File: src/rtl/dds_sweep_pkg.sv
// Shared types and default widths for the DDS frequency-sweep controller.
package dds_sweep_pkg;

  localparam int PHASE_W_DEF = 10;
  localparam int STEP_W_DEF  = 4;
  localparam int DWELL_W_DEF = 16;

  typedef enum logic [1:0] {
    IDLE  = 2'b00,
    LOAD  = 2'b01,
    DWELL = 2'b10,
    DONE  = 2'b11
  } sweep_state_t;

  typedef enum logic [1:0] {
    MODE_UP   = 2'b00,
    MODE_DOWN = 2'b01,
    MODE_CONT = 2'b10
  } sweep_mode_t;

  // Map the raw 2-bit mode field onto the enum; the unused code 11 runs as a single up sweep.
  function automatic sweep_mode_t decode_mode(input logic [1:0] raw);
    sweep_mode_t m;
    case (raw)
      2'b01:   m = MODE_DOWN;
      2'b10:   m = MODE_CONT;
      default: m = MODE_UP;
    endcase
    return m;
  endfunction

endpackage

File: src/rtl/dds_dwell_timer.sv
// Loadable down-counter that times how long each step value is held.
// The count is the number of enabled cycles still remaining in the current
// hold, including the present one, so expire marks the final enabled cycle.
module dds_dwell_timer
  import dds_sweep_pkg::*;
#(
  parameter int DWELL_W = DWELL_W_DEF
) (
  input  logic               clk,
  input  logic               reset,
  input  logic               load,
  input  logic               en,
  input  logic [DWELL_W-1:0] load_val,
  output logic               expire
);

  localparam logic [DWELL_W-1:0] CNT_ONE = {{(DWELL_W-1){1'b0}}, 1'b1};

  logic [DWELL_W-1:0] count_r;

  // Reload on request, otherwise count down on enabled cycles and rest at one.
  always_ff @(posedge clk or negedge reset) begin
    if (!reset) begin
      count_r <= {DWELL_W{1'b0}};
    end else if (load) begin
      count_r <= load_val;
    end else if (en && (count_r > CNT_ONE)) begin
      count_r <= count_r - CNT_ONE;
    end else begin
      count_r <= count_r;
    end
  end

  assign expire = (count_r == CNT_ONE);

endmodule

File: src/rtl/dds_sweep_ctrl.sv
// Frequency-sweep controller driving dds_en / step / phase_start of the DDS core.
// Optional build macro: DDS_SWEEP_PAUSE_EN adds a pause input that freezes the
// current hold (dds_en low, step and dwell count frozen) while asserted in DWELL.
module dds_sweep_ctrl
  import dds_sweep_pkg::*;
#(
  parameter int PHASE_W = PHASE_W_DEF,
  parameter int STEP_W  = STEP_W_DEF,
  parameter int DWELL_W = DWELL_W_DEF
) (
  input  logic               clk,
  input  logic               reset,
  input  logic               start,
  input  logic               abort,
`ifdef DDS_SWEEP_PAUSE_EN
  input  logic               pause,
`endif
  input  logic [1:0]         mode,
  input  logic [STEP_W-1:0]  step_min,
  input  logic [STEP_W-1:0]  step_max,
  input  logic [DWELL_W-1:0] dwell_cycles,
  input  logic [PHASE_W-1:0] phase_start_in,
  output logic               dds_en,
  output logic [STEP_W-1:0]  step,
  output logic [PHASE_W-1:0] phase_start,
  output logic               busy,
  output logic               done,
  output logic               cfg_err
);

  localparam logic [STEP_W-1:0]  STEP_ONE  = {{(STEP_W-1){1'b0}}, 1'b1};
  localparam logic [DWELL_W-1:0] DWELL_ONE = {{(DWELL_W-1){1'b0}}, 1'b1};

  sweep_state_t       state_r, state_s;
  sweep_mode_t        mode_r, mode_in_s;
  logic [STEP_W-1:0]  min_r, max_r, step_r, step_s;
  logic [DWELL_W-1:0] dwell_r, dwell_eff_s, tmr_load_val_s;
  logic [PHASE_W-1:0] phase_r;
  logic               dir_up_r, dir_up_s;
  logic               dds_en_r, busy_r, done_r, cfg_err_r, cfg_err_s;
  logic               load_cfg_s, tmr_load_s, tmr_expire_s, hold_end_s, pause_s;

`ifdef DDS_SWEEP_PAUSE_EN
  assign pause_s = pause;
`else
  assign pause_s = 1'b0;
`endif

  assign mode_in_s   = decode_mode(mode);
  assign dwell_eff_s = (dwell_cycles == {DWELL_W{1'b0}}) ? DWELL_ONE : dwell_cycles;
  // Only cycles actually shown to the DDS (dds_en high) count toward a hold.
  assign hold_end_s  = dds_en_r && tmr_expire_s;

  dds_dwell_timer #(
    .DWELL_W (DWELL_W)
  ) u_dwell_timer (
    .clk      (clk),
    .reset    (reset),
    .load     (tmr_load_s),
    .en       (dds_en_r),
    .load_val (tmr_load_val_s),
    .expire   (tmr_expire_s)
  );

  // Next-state, step walk, direction and error decisions.
  always_comb begin
    state_s        = state_r;
    step_s         = step_r;
    dir_up_s       = dir_up_r;
    cfg_err_s      = cfg_err_r;
    load_cfg_s     = 1'b0;
    tmr_load_s     = 1'b0;
    tmr_load_val_s = dwell_r;
    case (state_r)
      IDLE: begin
        if (abort) begin
          state_s = IDLE;
        end else if (start) begin
          state_s   = LOAD;
          cfg_err_s = 1'b0;
        end else begin
          state_s = IDLE;
        end
      end
      LOAD: begin
        if (abort) begin
          state_s = IDLE;
        end else begin
          load_cfg_s = 1'b1;
          dir_up_s   = 1'b1;
          step_s     = (mode_in_s == MODE_DOWN) ? step_max : step_min;
          if (step_min > step_max) begin
            cfg_err_s = 1'b1;
            state_s   = DONE;
          end else begin
            state_s        = DWELL;
            tmr_load_s     = 1'b1;
            tmr_load_val_s = dwell_eff_s;
          end
        end
      end
      DWELL: begin
        if (abort) begin
          state_s = IDLE;
        end else if (hold_end_s) begin
          case (mode_r)
            MODE_DOWN: begin
              if (step_r == min_r) begin
                state_s = DONE;
              end else begin
                step_s     = step_r - STEP_ONE;
                tmr_load_s = 1'b1;
              end
            end
            MODE_CONT: begin
              tmr_load_s = 1'b1;
              if (min_r == max_r) begin
                step_s = step_r;
              end else if (dir_up_r) begin
                if (step_r == max_r) begin
                  dir_up_s = 1'b0;
                  step_s   = step_r - STEP_ONE;
                end else begin
                  step_s = step_r + STEP_ONE;
                end
              end else begin
                if (step_r == min_r) begin
                  dir_up_s = 1'b1;
                  step_s   = step_r + STEP_ONE;
                end else begin
                  step_s = step_r - STEP_ONE;
                end
              end
            end
            default: begin
              if (step_r == max_r) begin
                state_s = DONE;
              end else begin
                step_s     = step_r + STEP_ONE;
                tmr_load_s = 1'b1;
              end
            end
          endcase
        end else begin
          state_s = DWELL;
        end
      end
      DONE: begin
        state_s = IDLE;
      end
      default: begin
        state_s = IDLE;
      end
    endcase
  end

  // State, step and registered handshake outputs, all derived from the next state.
  always_ff @(posedge clk or negedge reset) begin
    if (!reset) begin
      state_r   <= IDLE;
      step_r    <= {STEP_W{1'b0}};
      dir_up_r  <= 1'b1;
      cfg_err_r <= 1'b0;
      dds_en_r  <= 1'b0;
      busy_r    <= 1'b0;
      done_r    <= 1'b0;
    end else begin
      state_r   <= state_s;
      step_r    <= step_s;
      dir_up_r  <= dir_up_s;
      cfg_err_r <= cfg_err_s;
      dds_en_r  <= (state_s == DWELL) && !pause_s;
      busy_r    <= (state_s == LOAD) || (state_s == DWELL);
      done_r    <= (state_s == DONE);
    end
  end

  // Sweep configuration captured in LOAD so later input changes cannot disturb a sweep.
  always_ff @(posedge clk or negedge reset) begin
    if (!reset) begin
      mode_r  <= MODE_UP;
      min_r   <= {STEP_W{1'b0}};
      max_r   <= {STEP_W{1'b0}};
      dwell_r <= DWELL_ONE;
      phase_r <= {PHASE_W{1'b0}};
    end else if (load_cfg_s) begin
      mode_r  <= mode_in_s;
      min_r   <= step_min;
      max_r   <= step_max;
      dwell_r <= dwell_eff_s;
      phase_r <= phase_start_in;
    end else begin
      mode_r  <= mode_r;
      min_r   <= min_r;
      max_r   <= max_r;
      dwell_r <= dwell_r;
      phase_r <= phase_r;
    end
  end

  assign dds_en      = dds_en_r;
  assign step        = step_r;
  assign phase_start = phase_r;
  assign busy        = busy_r;
  assign done        = done_r;
  assign cfg_err     = cfg_err_r;

endmodule

File: config.mk
export PLATFORM = sky130hd
export DESIGN_NAME = dds_sweep_ctrl
export DESIGN_NICKNAME = d
export VERILOG_FILES = /design/src/rtl/dds_sweep_pkg.sv /design/src/rtl/dds_dwell_timer.sv /design/src/rtl/dds_sweep_ctrl.sv
export SDC_FILE = /design/constraint.sdc
export NUM_CORES = 1
export LEC_CHECK = 0
export ABC_CLOCK_PERIOD_IN_PS = 4900
export CORE_MARGIN = 1
export CORE_UTILIZATION = 40
export DETAILED_ROUTE_END_ITERATION = 8
export GPL_ROUTABILITY_DRIVEN = 0
export MAX_ROUTING_LAYER = met4
export PLACE_DENSITY_LB_ADDON = 0.05
export SLEW_MARGIN = 10
export SYNTH_ARGS = -nofsm -noshare
export SYNTH_HDL_FRONTEND = slang
export SYNTH_HIERARCHICAL = 1
export SYNTH_SLANG_ARGS = --single-unit
File: constraint.sdc
create_clock -name clk -period 4.9 [get_ports clk]
set_input_delay 0.98 -clock clk [delete_from_list [all_inputs] [get_ports clk]]
set_output_delay 0.98 -clock clk [all_outputs]
set_load 0.02 [all_outputs]
==> impl_metrics.ini <==
[job]
cap_violations = 0

[floorplanning]
num_io_pins = 58
row_count = 35
start_util_pct = 41.22
die_y_um = 99.58
coreArea_sq_mm = 0.009240
dieArea_sq_mm = 0.009916
die_w_um = 99.58

[run_status]
status = finished clean

[timing]
hold_viol_final = 0
fin_crit_sh_pct = 78.61
totalNegativeSetupSlack_ns = 0
skew_ns = 0.008027
finalMaxSlewViolations = 0
fmax_mhz = 259.6
fin_crit_ns = 3.852
worstMarginPinSlew_ns = 1.002
maxSlewHeadroom_pct = 33.22
setup_viol = 0
rsz0062_at_grt = false

[layout]
multi_input_area_sq_mm = 0.002068
fill_cells = 864
final_core_util_pct = 50.52
fin_nets = 482
final-seq-area_sq_mm = 0.001579
antenna_cells = 0
syn2layout_area_growth_pct = 22.57
drive_gt1_share_pct = 17.40

[power_and_ir_drop]
p_leak_nw = 1.856
power_w = 0.002657
powerDensity_mw_per_mm2 = 569.3
vdd_ir_drop_max_mv = 0.2547

[grt]
grtUsageTotal_pct = 20.04
grt_remaining_overflow = 0
grt_pass1_wl_um = 15150
grt_pass1_vias = 3117
grt_max_degree = 44
antenna_found_initial = 0

[routing]
dr.pass1.iters = 4
drc_errors = 0
wl_per_cell_um = 15.97
drt-initial-drc-count = 165
antenna_left = 0
wirelength_um = 8942
num_vias = 3097
via_per_inst = 5.530

[synthesis]
netlist_area_sq_mm = 0.003809
synth_edf_count = 0
yosysTopAreaCell = dfrtp_1
synth_common_cells = dfrtp_1, mux2_2, inv_1, nand2_1, o21ai_0
synth_area_leaders = dfrtp_1, mux2_2, ha_1
ys_ff_latch = 63
synth_nets = 429
ys_async_sr_fraction_pct = 100.0
synth_cell_type_count = 65
yosysMostFrequentCell = dfrtp_1
syn_avg_cell_area_sq_um = 10.21
netlist_instances = 373
synth-seq-area-share_pct = 41.46
dominantRegCellSynth = dfrtp_1
synth.top_cell.area_share_pct = 40.08
ys_warn_count = 6

[clock_tree]
clockBufferDepth = 2
ctsHoldBuffers = 0
cts_buffers = 9
path_clk_slew_ns = 0.08
tritoncts = yes
cts-root-buf = clkbuf_8
post_cts_buffers = 0
clkLatencyLatePin_ns = 0.35
ctsResizeCount = 0
clock-sinks = 63
htree_levels = 3

[hold_path]
hold_end = dwell_r[1]
min_from = dwell_r[1]
hp-class = reg -> reg
hold_path_depth = 1

[critical_path]
path_cells = clkdlybuf4s50_1, inv_1, ha_1, nor2b_1, o21a_1, o21a_1, o21ai_1, nand2b_1, buf_4, a21boi_2, buf_4, inv_1, and3_2, a21oi_1, o41ai_1
reg2regPathDepth = 12
worstPathArrival_ns = 4.08
setup.worst_path.class = in -> reg
crit_fanout = 28
startpoint_type = primary input
reg2reg_from = u_dwell_timer/count_r[10]
slowest_stage = clkdlybuf4s50_1
crit_path_max_incr_delay_ns = 0.45
endpoint_kind = flop
r2r_end = u_dwell_timer/count_r[4]
required_ns = 5.13
reg2reg_slack_ns = 1.26

[place]
hpwl_um = 6484
io_buffer_count = 57
area by class of cell:
type | instances | area share [%]
clock buffers | 9 | 2.653
clock inverters | 7 | 1.233
inverters | 22 | 1.769
multi-input cells | 269 | 44.30
flip-flops and latches | 63 | 33.82
well taps | 129 | 3.458
repair buffers | 61 | 12.76
critical path: cells and delay by family:
family	cells	cell delay, ns
compound gates	6	0.94
buf+inv	5	1.34
simple gates	3	0.54
fa+ha+maj	1	0.28
placed cells by master, fill, tap and decap left out, drive strengths merged, types with 5 or more instances in the layout:
cell type / count
dfrtp: 61
clkdlybuf4s50: 56
mux2: 46
inv: 24
o21ai: 21
nand2: 20
nor2: 16
ha: 16
nor3: 12
nand3: 11
a21oi: 11
xnor2: 9
clkbuf: 9
nand2b: 8
or4: 7
nor4: 7
o31ai: 6
a31oi: 6
xor2: 5
nand4: 5
or3: 5
a211o: 5
buf: 5
power by group:
group / internal (W) / total, W / switching (W) / leakage, nW
combinational: 0.000626 / 0.00123 / 0.000606 / 1.03
sequential: 0.000769 / 0.00100 / 0.000230 / 0.745
clock: 0.000188 / 0.000426 / 0.000238 / 0.0824
sequential cells by signal, indices dropped and copies added, names as in the netlist:
register               flops
min_r                      4
max_r                      4
mode_r                     2
cfg_err                    1
u_dwell_timer/count_r     16
dwell_r                   16
step                       4
done                       1
busy                       1
dir_up_r                   1
dds_en                     1
phase_start               10
state_r                    2
worst max path at each step:
stage | cells past startpoint | slack, ns | from | endpoint
global route | 15 | 0.81 | step_max[1] | u_dwell_timer/count_r[4]
CTS | 15 | 1.06 | step_max[1] | u_dwell_timer/count_r[4]
floorplan | 15 | 1.47 | step_max[1] | u_dwell_timer/count_r[0]
detailed placement | 15 | 0.72 | step_max[1] | u_dwell_timer/count_r[4]
global placement | 15 | 0.82 | step_max[1] | u_dwell_timer/count_r[4]
finish | 15 | 1.05 | step_max[1] | u_dwell_timer/count_r[4]
cells by family after synthesis:
group                      after synthesis  synth area share (%)
AOI/OAI and AO/OA                       86                 16.00
muxes                                   48                 14.13
and+or+nand+nor                        105                 15.54
buffers and inverters                   41                 4.402
xor gates and xnor gates                14                 3.220
DFF                                     63                 41.46
adders and majority gates               16                 5.256
routing by layer:
metal / GRT usage (%) / share of wire (%)
met1: 26.81 / 50
met2: 31.09 / 45
met3: 2.811 / 3.1
met4: 7.127 / 1.8
met5: - / 0
metrics by stage:
step	hold WS (ns)	instance area [sq um]	setup WS (ns)	instances
finish	0.5050	4668	1.048	560
global route	0.5215	4668	0.8080	560
CTS	0.5076	4668	1.061	560
detailed placement	0.4875	4487	0.7161	544
global placement	0.4819	4487	0.8170	544
floorplan	0.4737	3809	1.466	373
(Power assumes the default switching activity.)
